$ cat config.mk
export PLATFORM = sky130hd
export DESIGN_NAME = dispense_scheduler
export DESIGN_NICKNAME = d
export VERILOG_FILES = /design/src/rtl/dispense_pkg.sv /design/src/rtl/dispense_fifo.sv /design/src/rtl/dispense_scheduler.sv
export SDC_FILE = /design/constraint.sdc
export NUM_CORES = 1
export LEC_CHECK = 0
export ABC_AREA = 1
export CELL_PAD_IN_SITES_DETAIL_PLACEMENT = 1
export CELL_PAD_IN_SITES_GLOBAL_PLACEMENT = 1
export CORE_MARGIN = 1
export CORE_UTILIZATION = 47
export CTS_CLUSTER_DIAMETER = 150
export DETAILED_ROUTE_END_ITERATION = 10
export DONT_BUFFER_PORTS = 1
export PLACE_DENSITY = 0.84
export SLEW_MARGIN = 25
export SYNTH_ARGS = -nofsm -noshare
export SYNTH_HDL_FRONTEND = slang
export SYNTH_SLANG_ARGS = --single-unit
$ cat constraint.sdc
create_clock -name clk -period 2.9 [get_ports clk]
set_clock_uncertainty 0.15 [all_clocks]
set_input_delay 0.725 -clock clk [delete_from_list [all_inputs] [get_ports clk]]
set_output_delay 0.725 -clock clk [all_outputs]
set_load 0.1 [all_outputs]
$ cat src/rtl/dispense_pkg.sv
// Shared types and sizing helpers for the dispense scheduler slice.
package dispense_pkg;

  localparam int CMD_W = 5;

  typedef enum logic [2:0] {
    S_IDLE  = 3'd0,
    S_RUN   = 3'd1,
    S_WAIT  = 3'd2,
    S_DONE  = 3'd3,
    S_FAULT = 3'd4
  } state_t;

  // Width of a counter that must hold any value up to max(a, b).
  function automatic int cnt_width(input int a, input int b);
    int m;
    m = (a > b) ? a : b;
    return $clog2(m + 1);
  endfunction

endpackage

$ cat src/rtl/dispense_fifo.sv
// Synchronous command FIFO with a combinational read head.
module dispense_fifo
  import dispense_pkg::*;
#(
  parameter int DEPTH = 4,
  parameter int W     = CMD_W
) (
  input  logic         clk,
  input  logic         reset,
  input  logic         push,
  input  logic         pop,
  input  logic [W-1:0] din,
  output logic [W-1:0] dout,
  output logic         full,
  output logic         empty
);

  localparam int AW = $clog2(DEPTH);

  logic [W-1:0]  mem [DEPTH];
  logic [AW-1:0] wr_ptr;
  logic [AW-1:0] rd_ptr;
  logic [AW:0]   count;
  logic          do_push;
  logic          do_pop;

  // A full queue never takes a push, even when the head leaves in the same cycle.
  assign do_push = push & ~full;
  assign do_pop  = pop & ~empty;

  assign full  = (count == (AW+1)'(DEPTH));
  assign empty = (count == '0);
  assign dout  = mem[rd_ptr];

  // Storage write port.
  // NOTE: the storage array has no reset; pointers and count alone define validity.
  always_ff @(posedge clk) begin
    if (do_push) mem[wr_ptr] <= din;
  end

  // Pointer and occupancy bookkeeping; pointers wrap naturally (DEPTH is a power of 2).
  // NOTE: sequential state uses non-blocking assignments so every register samples pre-edge values.
  always_ff @(posedge clk) begin
    if (reset) begin
      wr_ptr <= '0;
      rd_ptr <= '0;
      count  <= '0;
    end else begin
      if (do_push) wr_ptr <= wr_ptr + 1'b1;
      if (do_pop)  rd_ptr <= rd_ptr + 1'b1;
      case ({do_push, do_pop})
        2'b10:   count <= count + 1'b1;
        2'b01:   count <= count - 1'b1;
        default: count <= count;
      endcase
    end
  end

endmodule

$ cat src/rtl/dispense_scheduler.sv
// Queues dispatch commands and sequences the motors one product at a time:
// run the motor, wait for the drop sensor, retry once, else hold in fault.
module dispense_scheduler
  import dispense_pkg::*;
#(
  parameter int MOTOR_CYCLES   = 8,
  parameter int TIMEOUT_CYCLES = 32,
  parameter int DEPTH          = 4,
  parameter int MAX_RETRY      = 1
) (
  input  logic             clk,
  input  logic             reset,
  input  logic             cmd_valid,
  input  logic [CMD_W-1:0] cmd,
  output logic             cmd_ready,
  input  logic             drop_sense,
  input  logic             fault_clr,
  output logic [CMD_W-1:0] motor,
  output logic             busy,
  output logic             done,
  output logic             fault
);

  localparam int CNT_W   = cnt_width(MOTOR_CYCLES, TIMEOUT_CYCLES);
  localparam int RETRY_W = (MAX_RETRY > 0) ? $clog2(MAX_RETRY + 1) : 1;

  localparam logic [CNT_W-1:0]   RUN_LAST  = CNT_W'(MOTOR_CYCLES - 1);
  localparam logic [CNT_W-1:0]   WAIT_LAST = CNT_W'(TIMEOUT_CYCLES - 1);
  localparam logic [RETRY_W-1:0] RETRY_MAX = RETRY_W'(MAX_RETRY);

  state_t             state, state_n;
  logic [CMD_W-1:0]   cur, cur_n;
  logic [RETRY_W-1:0] retry, retry_n;
  logic               seen, seen_n;
  logic [CNT_W-1:0]   run_cnt, run_cnt_n;
  logic [CNT_W-1:0]   wait_cnt, wait_cnt_n;
  logic [CMD_W-1:0]   motor_n;
  logic               done_n;
  logic               fault_n;

  logic               push;
  logic               pop;
  logic [CMD_W-1:0]   head;
  logic               full;
  logic               empty;

  assign cmd_ready = ~full & ~fault;
  assign push      = cmd_valid & cmd_ready & (cmd != '0);
  assign pop       = (state == S_IDLE) & ~empty;
  // The done term keeps busy high through the pulse so it falls only afterwards.
  assign busy      = ~empty | (state != S_IDLE) | done;

  dispense_fifo #(
    .DEPTH (DEPTH),
    .W     (CMD_W)
  ) u_fifo (
    .clk   (clk),
    .reset (reset),
    .push  (push),
    .pop   (pop),
    .din   (cmd),
    .dout  (head),
    .full  (full),
    .empty (empty)
  );

  // Next-state, datapath and registered-output decode.
  // NOTE: every signal gets a default first so no path through the case infers a latch.
  always_comb begin
    state_n    = state;
    cur_n      = cur;
    retry_n    = retry;
    seen_n     = seen;
    run_cnt_n  = run_cnt;
    wait_cnt_n = wait_cnt;

    case (state)
      S_IDLE: begin
        if (!empty) begin
          cur_n     = head;
          retry_n   = '0;
          seen_n    = 1'b0;
          run_cnt_n = '0;
          state_n   = S_RUN;
        end
      end
      S_RUN: begin
        if (drop_sense) seen_n = 1'b1;
        if (run_cnt == RUN_LAST) begin
          run_cnt_n  = '0;
          wait_cnt_n = '0;
          state_n    = (seen | drop_sense) ? S_DONE : S_WAIT;
        end else begin
          run_cnt_n = run_cnt + 1'b1;
        end
      end
      S_WAIT: begin
        // A drop on the final timeout cycle still counts as success.
        if (drop_sense) begin
          state_n = S_DONE;
        end else if (wait_cnt == WAIT_LAST) begin
          if (retry < RETRY_MAX) begin
            retry_n   = retry + 1'b1;
            seen_n    = 1'b0;
            run_cnt_n = '0;
            state_n   = S_RUN;
          end else begin
            state_n = S_FAULT;
          end
        end else begin
          wait_cnt_n = wait_cnt + 1'b1;
        end
      end
      S_DONE: begin
        cur_n   = '0;
        state_n = S_IDLE;
      end
      S_FAULT: begin
        if (fault_clr) begin
          cur_n   = '0;
          state_n = S_IDLE;
        end
      end
      default: state_n = S_IDLE;
    endcase

    // Motor and done trail the state by one clock; fault tracks the FAULT state itself.
    motor_n = (state == S_RUN) ? cur : '0;
    done_n  = (state == S_DONE);
    fault_n = (state_n == S_FAULT);
  end

  // FSM state register.
  always_ff @(posedge clk) begin
    if (reset) state <= S_IDLE;
    else       state <= state_n;
  end

  // Datapath registers and registered outputs; reset drops the motor at the next edge.
  always_ff @(posedge clk) begin
    if (reset) begin
      cur      <= '0;
      retry    <= '0;
      seen     <= 1'b0;
      run_cnt  <= '0;
      wait_cnt <= '0;
      motor    <= '0;
      done     <= 1'b0;
      fault    <= 1'b0;
    end else begin
      cur      <= cur_n;
      retry    <= retry_n;
      seen     <= seen_n;
      run_cnt  <= run_cnt_n;
      wait_cnt <= wait_cnt_n;
      motor    <= motor_n;
      done     <= done_n;
      fault    <= fault_n;
    end
  end

endmodule

* Word level (Yosys, flattened, before mapping) *
Memory sizes are Yosys's and may differ from the RTL's. A register that Yosys moved wholly into a read port is not among the register bits.
Cells that the tools add are included.

word-level totals
  register bits = 36
  memory bits (writable) = 20
  output and inout bits = 9
  word-level logic and storage cells = 103
  memories kept = 1

memories
  name        words  bits a word  rd ports  clocked after memory_dff  write ports  line                 source
  u_fifo.mem  4      5            1         1                         1            dispense_fifo.sv:20  logic [W-1:0] mem [DEPTH];

cells by class
  add/subtract/negate cells = 7
  magnitude comparators = 1
  equality and inequality tests = 18
  multiplexer cells = 36
  bitwise operators = 13
  reduce and logical (&&, ||, !) cells = 15

operators with widths
  operator                                                         number
  6-bit two-way mux                                                8
  3-bit two-way mux                                                6
  6-bit case mux with 3 select lines                               1
  2-bit != test, second input constant                             8
  5-bit case mux with 3 select lines                               1
  6-bit by 1-bit adder with 6-bit output, second input constant    2
  3-bit case mux with 4 select lines                               1
  6-bit case mux with 2 select lines                               1
  1-bit two-way mux                                                11
  5-bit two-way mux                                                2
  5-bit AND reduction                                              2
  3-bit == test, second input constant                             3
  3-bit nonzero test                                               3
  1-bit AND                                                        6
  3-bit by 2-bit == test with 1-bit output, second input constant  2
  6-bit by 3-bit == test with 1-bit output, second input constant  1
  6-bit by 5-bit == test with 1-bit output, second input constant  1
  3-bit zero test                                                  2
  3-bit case mux with 2 select lines                               1
  6-bit AND reduction                                              1
  2-bit nonzero test                                               3
  5-bit nonzero test                                               1
  2-bit by 1-bit adder with 2-bit output, second input constant    2
  2-bit two-way mux                                                2
  14 further kinds                                                 19

* Logic depth before layout (Yosys ltp) *
Gate-level depths: netlist (run 1).

  depth in word-level cells = 8
  gate-level depth with buffers = 10
  depth with buffers taken out = 10

* Cells and area by module *
From an unflattened synthesis (run 1), not the netlist that was laid out.

second synthesis, totals
  cell total of the unflattened synthesis = 337
  area total of the unflattened synthesis = 2,745.1 um2

by module, submodules not included
  module              times used  cells each  area an instance (um2)
  dispense_scheduler  1           219         1,508.9
  dispense_fifo       1           118         1,236.2

* Least setup slack after synthesis (run 1) *
Ideal clock, no wire load.

  path type = register to register
  start = register fault
  end = register u_fifo.count[2]
  library setup time = 122 ps
  arrival time = 4,107 ps
  data required time = 2,628 ps
  slack = -1,479 ps
  cell stages (with the launch flop) = 9
  cells stage by stage = dfxtp_1 -> a31oi_1 -> nand3_1 -> ha_1 -> fa_1 -> a21oi_1 -> o21ai_0 -> o21ai_0 -> a21oi_1

on the way
  longest elaborated chain between the ends = 7
  elaborated cells between the ends (all ways) = 9

RTL lines
  item                                                                       line                       source
  from (decl)                                                                dispense_scheduler.sv:21   output logic fault
  from (signal assigned)                                                     dispense_scheduler.sv:158  fault <= fault_n;
  1-bit inverter (*)                                                         dispense_scheduler.sv:47   assign cmd_ready = ~full & ~fault;
  1-bit AND (*)                                                              dispense_scheduler.sv:47
  net cmd_ready                                                              dispense_scheduler.sv:15   output logic cmd_ready,
  1-bit AND (*) (2 in a row)                                                 dispense_scheduler.sv:48   assign push = cmd_valid & cmd_ready & (cmd != '0);
  1-bit AND (*)                                                              dispense_fifo.sv:28        assign do_push = push & ~full;
  2-bit by 1-bit == test with 1-bit output or 2-bit == test (tied branches)  dispense_fifo.sv:51        case ({do_push, do_pop})
  3-bit case mux with 2 select lines or 2-bit nonzero test (tied branches)   --
  to (signal assigned)                                                       dispense_fifo.sv:52        2'b10: count <= count + 1'b1;
  to (signal assigned)                                                       dispense_fifo.sv:53        2'b01: count <= count - 1'b1;
  to (signal assigned)                                                       dispense_fifo.sv:54        default: count <= count;
  to (decl)                                                                  dispense_fifo.sv:23        logic [AW:0] count;

The timed path passes the listed nets; every way through them passes the cells marked *.
A chain may end at the register's enable or synchronous reset.

* Final worst setup path (run 1) *
  start = register state[2]
  end = output port busy

on the way
  longest elaborated chain between the ends = 3

RTL lines
  item                    line                       source
  from (decl)             dispense_scheduler.sv:31   state_t state, state_n;
  from (signal assigned)  dispense_scheduler.sv:136  else state <= state_n;
  3-bit nonzero test      dispense_scheduler.sv:51   assign busy = ~empty | (state != S_IDLE) | done;
  1-bit OR (2 in a row)   dispense_scheduler.sv:51
  to (decl)               dispense_scheduler.sv:19   output logic busy,

Every way passes these cells.

==> reports/qor.yml, run 1 <==
startpoint_type: "flip-flop"
syn_area_sq_um: 2720
min_path_type: "reg2reg"
routabilityCongestion: 0.770
r2r_cells: 8
ant_nets: 0
hold_buffers: 0
overflow: 0
layout_worst_path_cycle_share_pct: 91.2
post-cts-setup-buffer-count: 0
drt_iter0_drc: 105
synthCells: 338
report.final.setup_viol: 0
synth-main-ff-cell: "dfxtp_1"
cts_made_buffers: 9
finalSetupTns_ns: 0
tritoncts: "built"
design_area_sq_um: 3040
post-route-drc-count: 0
cts_max_level: 3
r2r-start: "fault"
synthArstFlopShare_pct: 0
portBuffers: 0
leakagePower_nw: 1.26
wl_per_cell_um: 13.8
grt_util_all_layers_pct: 21.7
die_x_um: 78.0
initial_core_util_pct: 49.0
syn-num-nets: 356
hpwlAfterDp_um: 4240
antenna_cells: 0
max_freq_ghz: 0.378
ir_drop_uv: 510
clkSinkCount: 58
yosysSeqAreaShare_pct: 50.1
crit_path_start: "state[2]"
coreArea_sq_um: 5540
final_net_count: 369
cp_slowest_cell: "or2_2"
worstMarginPinSlew_ns: 0.559
synth_cell_types: 30
path_class: "reg2out"
ctsRootBufferMaster: "clkbuf_8"
cp_cell_sequence: "nor2_4 > nand2_2 > inv_1 > nand2_1 > or2_2"
rsz0062_at_grt: "false"
critical_path_required_ns: 2.03
final_hold_viol_count: 0
via_per_inst: 5.12
via_count: 2193
end_kind: "primary output"
insertion_delay_ns: 0.34
holdCritStartpoint: "cur[4]"
hold_depth: 2
io_pins: 19
wl_um: 5890
arrival_ns: 1.77
status: "completed"
power_density_nw_per_um2: 917
max_stage_delay_ns: 0.52
path_max_fanout: 6
grt_max_degree: 21
die_y_um: 78.0
synth-edff-count: 20
slew-limit-headroom_pct: 62.7
grt_pass1_vias: 2188
cts_max_path_buffers: 2
areaGrowthSynthToFinish_pct: 11.8
rows: 27
synth-seq-cells: 58
ys_warn_count: 0
clk_pin_slew_worst_paths_ns: 0.06
ctsResizeCount: 0
drive_gt1_share_pct: 14.0
grt_pass1_wl_um: 10000
min_period_ns: 2.64
syn_area_per_cell_sq_um: 8.03
drtPass1Iterations: 4
drv_cap: 0
placed_cell_area_sq_um: 2850
die_area_sq_um: 6080
slew_violations: 0
antenna_found_initial: 0
-- routing by layer --
layer / global-route usage, % / part of all wire [%]
met5: 0 / 0
met4: 10.4 / 1.7
met3: 5.53 / 4.2
met2: 34.6 / 47
met1: 27.4 / 47
-- through the flow --
stage	setup slack [ns]	cells	total power [mW]	util, %	hold slack (ns)
2_1_floorplan	0.0884	338	1.90	-	0.266
3_3_place_gp	0.525	412	2.05	51.5	0.279
3_5_place_dp	0.420	412	2.09	51.5	0.289
4_1_cts	0.250	428	2.81	54.8	0.287
5_1_grt	0.173	428	2.98	54.8	0.282
6_report	0.257	428	2.78	54.8	0.296
-- cells in the final DEF (no fill, tap or decap), types with 2 or more instances in the layout --
master	synthesis	final
nand2_2	8	8
o21ai_0	21	21
inv_2	5	5
a21oi_1	20	20
nor2_2	2	2
nand2_1	63	63
nand3_1	22	21
nor2_4	6	6
nand4_1	3	3
nor2_1	65	65
ha_1	7	7
a21oi_2	2	2
clkbuf_8	0	9
clkinv_1	0	4
nand3_2	1	2
edfxtp_1	20	20
inv_1	39	39
dfxtp_1	38	37
clkinvlp_4	0	2
buf_4	0	7
-- area by class of cell --
type,instances,area [sq um]
tap,72,90.1
inverter,44,165
sequential,58,1360
clock inverter,7,60.1
multi-input combinational,231,1180
timing repair buffer,7,52.6
clock buffer,9,124
fill,706,2500
-- synth_stat cells (2+ instances only) --
| cell | count | area [sq um] |
|---|---|---|
| a21oi_1 | 20 | 100 |
| a21oi_2 | 2 | 17.5 |
| clkbuf_1 | 3 | 11.3 |
| dfxtp_1 | 38 | 761 |
| edfxtp_1 | 20 | 601 |
| ha_1 | 7 | 87.6 |
| inv_1 | 39 | 146 |
| inv_2 | 5 | 18.8 |
| nand2_1 | 63 | 236 |
| nand2_2 | 8 | 50.1 |
| nand3_1 | 22 | 110 |
| nand4_1 | 3 | 18.8 |
| nor2_1 | 65 | 244 |
| nor2_2 | 2 | 12.5 |
| nor2_4 | 6 | 67.6 |
| o21ai_0 | 21 | 105 |
-- worst paths after layout --
| kind | end | slack, ns |
|---|---|---|
| min reg2reg | motor[4] | 0.30 |
| max reg2reg | u_fifo.count[2] | 0.47 |
| min | motor[4] | 0.30 |
| max | busy | 0.26 |
-- power by group --
group	total, mW	internal [mW]	switching (mW)
sequential	1.07	0.975	0.0950
combinational	1.01	0.295	0.716
clock	0.704	0.384	0.319
-- critical path, delay by kind of cell, from the launching register on --
family | cells | cell delay, ns
buffers and inverters | 1 | 0.09
flip-flops | 1 | 0.39
AND/OR/NAND/NOR | 4 | 0.95
-- flip-flops by register name, indices dropped and copies added (netlist names), named ones only --
name and cells:
u_fifo.mem 20, run_cnt 6, retry 1, u_fifo.wr_ptr 2, cur 5, wait_cnt 6
state 3, fault 1, u_fifo.count 3, done 1, u_fifo.rd_ptr 2, seen 1
motor 5
-- logic make-up after synthesis --
group           Yosys count  share of synthesized area (%)
fa+ha+maj                 8                           3.96
simple gates            174                           28.7
compound gates           49                           10.1
flops                    58                           50.1
buf+inv                  49                           7.10
Power figures use the tool's default switching activity.
==> run 2: changes to the inputs <==
--- a/config.mk
+++ b/config.mk
@@ -14,6 +14,7 @@
 export DETAILED_ROUTE_END_ITERATION = 10
 export DONT_BUFFER_PORTS = 1
 export PLACE_DENSITY = 0.84
+export SKIP_LAST_GASP = 1
 export SLEW_MARGIN = 25
 export SYNTH_ARGS = -nofsm -noshare
 export SYNTH_HDL_FRONTEND = slang
==> results of run 2 <==
Same layout as run 1: the final DEF is identical, and so are final timing and power.
==> run 3: changes to the inputs <==
--- a/config.mk
+++ b/config.mk
@@ -13,6 +13,7 @@
 export CTS_CLUSTER_DIAMETER = 150
 export DETAILED_ROUTE_END_ITERATION = 10
 export DONT_BUFFER_PORTS = 1
+export HOLD_SLACK_MARGIN = 0.03
 export PLACE_DENSITY = 0.84
 export SKIP_LAST_GASP = 1
 export SLEW_MARGIN = 25
==> results of run 3 <==
Same layout as run 1: the final DEF is identical, and so are final timing and power.
